### config.mk
export PLATFORM = sky130hd
export DESIGN_NAME = spindle_spike_gen
export DESIGN_NICKNAME = d
export VERILOG_FILES = /design/src/rtl/spindle_spike_gen_pkg.sv /design/src/rtl/float_to_rate_int.sv /design/src/rtl/spindle_spike_gen.sv
export SDC_FILE = /design/constraint.sdc
export NUM_CORES = 1
export LEC_CHECK = 0
export BUFFER_PORTS_ARGS = -buffer_cell sky130_fd_sc_hd__buf_2
export CAP_MARGIN = 20
export CORE_MARGIN = 3
export CORE_UTILIZATION = 56
export DETAILED_ROUTE_END_ITERATION = 12
export GPL_TIMING_DRIVEN = 0
export PLACE_DENSITY = 0.78
export SYNTH_ARGS = -nofsm -noshare
export SYNTH_HDL_FRONTEND = slang
export SYNTH_SLANG_ARGS = --single-unit
### constraint.sdc
create_clock -name clk -period 4.4 [get_ports clk]
set_clock_uncertainty 0.15 [all_clocks]
set_input_delay 0.44 -clock clk [delete_from_list [all_inputs] [get_ports clk]]
set_output_delay 0.44 -clock clk [all_outputs]
set_load 0.02 [all_outputs]
### src/rtl/spindle_spike_gen_pkg.sv
// Shared types and constants for the spindle spike generator (optional totals: SPINDLE_SPIKE_TOTAL_EN).
package spindle_spike_gen_pkg;

    localparam int RATE_W = 17;
    localparam int CNT_W  = 8;
    localparam int SUM_W  = RATE_W + 1;

    localparam logic [31:0] FP_RATE_MAX = 32'h47C3_5000;  // 100000.0
    localparam logic [31:0] FP_ONE      = 32'h3F80_0000;  // 1.0

    localparam logic [7:0] FP_EXP_BIAS    = 8'd127;
    localparam logic [7:0] FP_EXP_SPECIAL = 8'hFF;

    typedef enum logic [1:0] {
        IDLE,
        CONV,
        ACC,
        EMIT
    } state_t;

endpackage

### src/rtl/float_to_rate_int.sv
// Combinational IEEE-754 single to saturated unsigned rate in pps; negatives, NaN and values below 1.0 give 0.
module float_to_rate_int
    import spindle_spike_gen_pkg::*;
#(
    parameter int RATE_MAX = 100000
) (
    input  logic [31:0]       fp,
    output logic [RATE_W-1:0] rate
);

    // Any exponent at or above this gives a value >= 2**RATE_W, which is always above RATE_MAX.
    localparam logic [7:0] EXP_SAT   = 8'(127 + RATE_W);
    localparam logic [7:0] EXP_POINT = 8'd150;

    logic        sign;
    logic [7:0]  expo;
    logic [22:0] frac;
    logic [23:0] shifted;

    assign sign = fp[31];
    assign expo = fp[30:23];
    assign frac = fp[22:0];

    always_comb begin
        // NOTE: every always_comb output gets a default first so no path leaves it unassigned (no latch).
        rate    = '0;
        shifted = {1'b1, frac} >> (EXP_POINT - expo);
        if (sign) begin
            rate = '0;
        end else if (expo == FP_EXP_SPECIAL) begin
            rate = (frac == '0) ? RATE_W'(RATE_MAX) : '0;
        end else if (expo < FP_EXP_BIAS) begin
            rate = '0;
        end else if (expo >= EXP_SAT) begin
            rate = RATE_W'(RATE_MAX);
        end else if (shifted > 24'(RATE_MAX)) begin
            rate = RATE_W'(RATE_MAX);
        end else begin
            rate = shifted[RATE_W-1:0];
        end
    end

endmodule

### src/rtl/spindle_spike_gen.sv
// Spindle afferent spike generator: per tick converts Ia/II rates, integrates them and emits spike trains.
// Define SPINDLE_SPIKE_TOTAL_EN to add running 32-bit spike totals per channel.
module spindle_spike_gen
    import spindle_spike_gen_pkg::*;
#(
    parameter int LOG2_TICKS = 10,
    parameter int RATE_MAX   = 100000
) (
    input  logic             clk,
    input  logic             reset,
    input  logic [31:0]      rate_ia,
    input  logic [31:0]      rate_ii,
    input  logic             sim_tick,
    output logic             busy,
    output logic             cnt_valid,
    output logic [CNT_W-1:0] spk_n_ia,
    output logic [CNT_W-1:0] spk_n_ii,
    output logic             spike_ia,
    output logic             spike_ii,
`ifdef SPINDLE_SPIKE_TOTAL_EN
    output logic [31:0]      total_ia,
    output logic [31:0]      total_ii,
`endif
    output logic             overrun
);

    state_t                  state;
    logic [RATE_W-1:0]       conv_ia, conv_ii;
    logic [RATE_W-1:0]       r_ia, r_ii;
    logic [LOG2_TICKS-1:0]   acc_ia, acc_ii;
    logic [SUM_W-1:0]        sum_ia, sum_ii;
    logic [CNT_W-1:0]        n_ia, n_ii, n_max;
    logic [CNT_W:0]          k, emit_last;

    float_to_rate_int #(.RATE_MAX(RATE_MAX)) u_conv_ia (.fp(rate_ia), .rate(conv_ia));
    float_to_rate_int #(.RATE_MAX(RATE_MAX)) u_conv_ii (.fp(rate_ii), .rate(conv_ii));

    always_comb begin
        sum_ia = SUM_W'(acc_ia) + SUM_W'(r_ia);
        sum_ii = SUM_W'(acc_ii) + SUM_W'(r_ii);
        n_ia   = CNT_W'(sum_ia >> LOG2_TICKS);
        n_ii   = CNT_W'(sum_ii >> LOG2_TICKS);
        n_max  = (n_ia > n_ii) ? n_ia : n_ii;
    end

    assign busy = (state != IDLE);

    // NOTE: all state here uses non-blocking assignment so every register samples pre-edge values.
    always_ff @(posedge clk) begin
        if (reset) begin
            state     <= IDLE;
            r_ia      <= '0;
            r_ii      <= '0;
            acc_ia    <= '0;
            acc_ii    <= '0;
            k         <= '0;
            emit_last <= '0;
            cnt_valid <= 1'b0;
            spk_n_ia  <= '0;
            spk_n_ii  <= '0;
            spike_ia  <= 1'b0;
            spike_ii  <= 1'b0;
            overrun   <= 1'b0;
`ifdef SPINDLE_SPIKE_TOTAL_EN
            total_ia  <= '0;
            total_ii  <= '0;
`endif
        end else begin
            cnt_valid <= 1'b0;
            spike_ia  <= 1'b0;
            spike_ii  <= 1'b0;
            // A tick seen outside IDLE is dropped, including the cycle the FSM is leaving EMIT/ACC.
            if (sim_tick && state != IDLE)
                overrun <= 1'b1;

            case (state)
                IDLE: begin
                    if (sim_tick)
                        state <= CONV;
                end
                CONV: begin
                    r_ia  <= conv_ia;
                    r_ii  <= conv_ii;
                    state <= ACC;
                end
                ACC: begin
                    acc_ia    <= sum_ia[LOG2_TICKS-1:0];
                    acc_ii    <= sum_ii[LOG2_TICKS-1:0];
                    spk_n_ia  <= n_ia;
                    spk_n_ii  <= n_ii;
                    cnt_valid <= 1'b1;
                    k         <= '0;
                    emit_last <= {n_max, 1'b0} - (CNT_W+1)'(1);
`ifdef SPINDLE_SPIKE_TOTAL_EN
                    total_ia  <= total_ia + 32'(n_ia);
                    total_ii  <= total_ii + 32'(n_ii);
`endif
                    state     <= ((n_ia | n_ii) != '0) ? EMIT : IDLE;
                end
                EMIT: begin
                    // Even phases carry a pulse while the channel still has spikes left.
                    spike_ia <= !k[0] && (k[CNT_W:1] < spk_n_ia);
                    spike_ii <= !k[0] && (k[CNT_W:1] < spk_n_ii);
                    if (k == emit_last)
                        state <= IDLE;
                    else
                        k <= k + 1'b1;
                end
                default: state <= IDLE;
            endcase
        end
    end

endmodule

==> results of run 1 <==
==> cells in the mapped netlist (15+ instances only) <==
cell type,number
o21ai_0,44
a21oi_1,74
or3_1,15
nand2b_1,19
mux4_2,36
clkbuf_1,45
inv_1,55
ha_1,58
mux2_2,27
nor3_1,24
nor4_1,20
a211oi_1,37
o21ai_1,15
a21o_1,16
nand4_1,18
nand3_1,23
mux2i_1,42
nor2_1,101
xnor2_1,28
nand2_1,112
dfxtp_1,94
xor2_1,18
==> metrics by stage <==
| stage | util, % | worst slack [ps] |
|---|---|---|
| 2_1_floorplan | - | 15.3 |
| 3_3_place_gp | 62.1 | -739 |
| 3_5_place_dp | 62.1 | -829 |
| 4_1_cts | 66.6 | -45.0 |
| 5_1_grt | 68.8 | -209 |
| 6_report | 68.8 | -85.2 |
==> path summary, 6_finish.rpt <==
path / from / endpoint / slack, ps / cells after the start
max: r_ia[4] / emit_last[4] / -90 / 17
min reg2reg: acc_ii[2] / acc_ii[2] / 310 / 2
min: sim_tick / overrun / 200 / 3
max reg2reg: r_ia[4] / emit_last[4] / -90 / 17
==> metal layers <==
metal  up-vias  global-route usage [%]  routed length, microns
met3       118                    3.27                    2180
met4         0                    13.7                    1370
met1      4881                    42.3                   12700
li1       4747                       -                       -
met2       570                    54.4                   15000
met5         -                       0                       0
==> repair_timing <==
| item | in CTS | in global routing |
|---|---|---|
| setup endpoints to repair | 22 | 39 |
| pin swaps | 32 | 40 |
| resized for setup | 61 | 56 |
| buffers inserted | 20 | 15 |
==> layout make-up <==
cell class              instances  share of cell area, %
plain buffers                  61                   2.38
multi-input cells             971                   67.8
repair buffers                121                   6.20
inverters                      58                   1.92
flip-flops and latches         94                   16.6
well taps                     220                   2.40
clock buffers                   9                   1.97
clock inverters                 7                  0.699
==> worst max-delay path, cell delays in order, from the launching register on <==
cell       delay, ps
dfxtp_2          340
ha_4             170
or3_4            380
o211ai_1         370
buf_4            180
a2111oi_1         80
a311oi_2         660
inv_1            180
ha_4             310
nand3_1           90
o32ai_2          290
a21oi_4           90
buf_8            140
buf_4            150
buf_12           130
a21oi_1          210
o21ai_0          180
a211oi_1         270
==> kinds of logic (layout without fill, tap and decap cells) <==
| logic type | Yosys count | after routing | synth area share [%] |
|---|---|---|---|
| xor+xnor | 47 | 47 | 4.50 |
| simple gates | 415 | 415 | 21.8 |
| mux | 106 | 106 | 16.2 |
| compound gates | 343 | 343 | 24.9 |
| flops | 94 | 94 | 19.7 |
| fa+ha+maj | 60 | 60 | 8.01 |
| buf+inv | 122 | 256 | 5.01 |
==> state kept, by name, indices dropped and copies added, names as in the netlist, 2 cells and up <==
name       flops
acc_ia        10
spk_n_ii       8
emit_last      9
spk_n_ia       8
r_ia          17
state          2
acc_ii        10
k              9
r_ii          17
==> power by group through the flow <==
stage          clock network [W]  logic, W  registers (W)
6_report                0.000812  0.000926       0.000896
5_1_grt                 0.000849  0.000994       0.000899
4_1_cts                 0.000813  0.000890       0.000896
3_5_place_dp                   0  0.000862       0.000914
3_3_place_gp                   0  0.000851       0.000913
2_1_floorplan                  0  0.000607       0.000921
==> results.toml, run 1 <==
[run_status]
status = "finished, violations left"
violations = "setup timing"

[placed_design]
io_buffers = 86
place_area_sq_um = 10300
dp_hpwl_microns = 22600
place_congestion = 0.949
dp.cells = 1493

[global_route]
grt_pass1_wl_microns = 48800
grt_pass1_vias = 9416
grt.total_usage_pct = 32.3
globalRouteOverflowTotal = 0
antenna_found_initial = 0
grt_max_degree = 18

[routing]
drtIter0Drc = 824
wire_per_inst_microns = 20.3
first_pass_iters = 7
wirelength_microns = 31200
routed_via_density = 6.69
num_vias = 10300
drc = 0
drtAntennaViolNets = 0

[timing]
final-setup-viol-count = 3
rsz0062_at_grt = "yes"
clock.fmax_mhz = 223
slew_viol_final = 0
period_minus_slack_ps = 4490
finalCritPeriodShare_pct = 102
tightest_slew_ps = 939
whs_ps = 198
timing_hold_violations_final = 0
relSlewSlack_pct = 37.1
setup_slack_ps = -85.2
tns_ps = -241

[floorplan]
dieArea_sq_um = 18700
rows = 47
die_h_microns = 137
die_w_microns = 137
initial_core_util_pct = 57.5
ios = 88
core_sq_um = 16600

[job]
cap_violations = 0

[clocking]
cts_tree = "yes"
cts_buffers = 9
cts-root-buf = "clkbuf_16"
clockBufferDepth = 2
clock-sinks = 94
worstSkewPairLatency_ps = 350
clk_pin_slew_ps = 70
cts_htree_levels = 3
holdBufCountCts = 0

[power]
clkPwrFrac_pct = 30.8
switchingPower_w = 0.000933
powerDensity_nw_per_um2 = 230
power_w = 0.00263
switching_share_pct = 35.4
pwr-share-comb_pct = 35.1
p_leak_nw = 4.38
power_frac_seq_pct = 34.0
p_int_w = 0.00170
ir_drop_v = 0.000169

[hold_path]
hp-class = "in -> reg"

[logic_synthesis]
synth_area_sq_um = 9560
syn_inst = 1187
synth_top_area_share_pct = 19.7
synth_area_per_cell_sq_um = 8.06
syn-num-nets = 1314
synth_largest_area_cell = "dfxtp_1"
synth-async-reset-ratio_pct = 0
ys.flop_type = "dfxtp_1"
yosysWarningCount = 0
ys_ff_latch = 94
synth_cell_type_count = 88
seq_area_frac_synth_pct = 19.7
synth_edf_count = 0
ys_top_cells_by_area = "dfxtp_1 (20%), mux4_2 (8.5%), ha_1 (7.6%), mux2i_1 (4.4%), nand2_1 (4.4%)"

[cells_and_area]
design_area_sq_um = 11400
drive_gt1_share_pct = 24.4
layout_common_cells = "nand2_1 (112), nor2_1 (100), buf_2 (95)"
ff_latch_area_sq_um = 1900
synthToLayoutAreaGrowth_pct = 19.7
num_antenna_cells = 0
nNetsFinal = 1443
multi_input_area_sq_um = 7760
fin_cells = 1541
fillCellCount = 1351
final_common_cell = "nand2_1"

[worst_setup_path]
cp.required_ps = 4510
critPathArrivalTime_ps = 4590
startpoint_type = "flip-flop"
end_kind = "flip-flop"
crit_fanout = 5
worstSetupPathType = "reg -> reg"
(Power assumes the default switching activity.)
==> run 2: changes to the inputs <==
==> constraint.sdc (replaced) <==
create_clock -name clk -period 4.4 [get_ports clk]
set_clock_uncertainty 0.15 [all_clocks]
set_input_delay 0.66 -clock clk [delete_from_list [all_inputs] [get_ports clk]]
set_output_delay 0.66 -clock clk [all_outputs]
set_load 0.02 [all_outputs]
==> run 2 against run 1 <==
Effect of this change: the run now ends clean; clock power grew 0.5%; sequential cell count unchanged; sequential share of layout area hardly changed; critical endpoint is now emit_last[7].
==> results.toml, run 2 (same netlist as run 1, synthesis figures left out) <==
[worst_setup_path]
r2r_cells = 20
critPathArrivalTime_ps = 4500
cp.required_ps = 4520
crit_fanout = 5
worstSetupPathType = "reg -> reg"
rr_startpoint = "acc_ii[0]"
timing.rr.end = "emit_last[7]"
end_kind = "flip-flop"
rrSetupSlack_ps = 20
startpoint_type = "flip-flop"

[timing]
slew_viol_final = 0
clock.fmax_mhz = 228
setup_slack_ps = 21.3
period_minus_slack_ps = 4380
tightest_slew_ps = 975
finalCritPeriodShare_pct = 99.5
rsz0062_at_grt = "yes"
relSlewSlack_pct = 34.6
tns_ps = 0
whs_ps = 311
final-setup-viol-count = 0
timing_hold_violations_final = 0

[clocking]
cts-root-buf = "clkbuf_16"
clock-sinks = 94
cts_tree = "yes"
cts_htree_levels = 3
cts_buffers = 9
clk_pin_slew_ps = 70
clockBufferDepth = 2
worstSkewPairLatency_ps = 360

[placed_design]
io_buffers = 86
place_area_sq_um = 10300
place_congestion = 0.949
place_ws_ps = -829
dp_hpwl_microns = 22600

[run_status]
status = "finished clean"

[hold_path]
hold_end = "acc_ia[9]"
hp-class = "reg -> reg"
min_path_cells = 2
hold_start = "acc_ia[9]"

[power]
powerDensity_nw_per_um2 = 230
ir_drop_v = 0.000189
power_w = 0.00265
p_leak_nw = 4.37

[routing]
wirelength_microns = 31400
routed_via_density = 6.70
drtIter0Drc = 892
first_pass_iters = 5
wire_per_inst_microns = 20.4
num_vias = 10300
drtAntennaViolNets = 0
drc = 0

[floorplan]
core_sq_um = 16600
rows = 47
die_w_microns = 137
die_h_microns = 137
dieArea_sq_um = 18700
initial_core_util_pct = 57.5
ios = 88

[cells_and_area]
top_regs = "r_ia (17), r_ii (17)"
design_area_sq_um = 11500
nNetsFinal = 1441
final_common_cell = "nand2_1"
num_antenna_cells = 0
drive_gt1_share_pct = 25.2
ff_latch_area_sq_um = 1910
multi_input_area_sq_um = 7840
synthToLayoutAreaGrowth_pct = 20.4
fillCellCount = 1343
layout_common_cells = "nand2_1 (111), nor2_1 (100), buf_2 (95)"

[job]
cap_violations = 0

[global_route]
grt.total_usage_pct = 32.4
grt_pass1_vias = 9458
globalRouteOverflowTotal = 0
grt_max_degree = 18
antenna_found_initial = 0
grt_pass1_wl_microns = 48800
run 2: final cells by class:
class	instances	area share (%)
Multi-Input combinational cell	971	68.1
Sequential cell	94	16.6
Timing Repair Buffer	118	5.96
Buffer	62	2.44
Tap cell	220	2.39
Clock buffer	9	1.96
Inverter	58	1.89
Clock inverter	7	0.695
run 2: routing by layer:
metal / track usage [%] / up-vias / wire [microns] / share of wire [%]
met4: 13.9 / 0 / 1210 / 3.8
met2: 55.4 / 576 / 15200 / 48
met5: 0 / - / 0 / 0
li1: - / 4743 / - / -
met3: 3.49 / 96 / 2170 / 6.9
met1: 41.5 / 4898 / 12800 / 41
run 2: report_power, final:
| part | internal [W] | switching [W] | total, W |
|---|---|---|---|
| logic | 0.000382 | 0.000553 | 0.000935 |
| registers | 0.000873 | 0.0000222 | 0.000895 |
| clock network | 0.000449 | 0.000367 | 0.000816 |
| total | 0.00170 | 0.000942 | 0.00265 |
run 2: through the flow:
| stage | util (%) | cells |
|---|---|---|
| final | 69.2 | 1539 |
| after global routing | 69.2 | 1539 |
| after CTS | 66.7 | 1528 |
| after detailed placement | 62.1 | 1493 |
| after global placement | 62.1 | 1493 |
| after floorplan | - | 1187 |
run 2: critical path, cell delays in order (launching register included):
cell,delay [ps]
dfxtp_2,360
ha_4,150
inv_2,40
fa_2,370
nor2b_4,160
o2111ai_4,160
nand3_4,140
a211oi_4,80
or4_4,500
and2_4,190
ha_4,270
nand3_4,60
a21oi_2,110
o31a_1,170
o21ai_2,70
a21oi_4,230
buf_8,150
mux2_4,320
ha_4,190
a31o_2,200
a311oi_1,240
run 2: worst max-delay path by stage:
stage	startpoint	end	slack [ps]
6_report	acc_ii[0]	emit_last[7]	20
5_1_grt	acc_ia[0]	emit_last[7]	-120
4_1_cts	acc_ia[4]	emit_last[7]	-20
3_5_place_dp	r_ia[0]	emit_last[7]	-830
3_3_place_gp	r_ia[0]	emit_last[7]	-740
2_1_floorplan	acc_ii[0]	emit_last[7]	20
run 2: what timing repair did:
action                                  4_1_cts  5_1_grt
hold buffers                                  0        0
gates resized for setup                      72       66
pin swaps                                    33       35
buffers inserted                             20       12
endpoints found under the setup margin       38       37
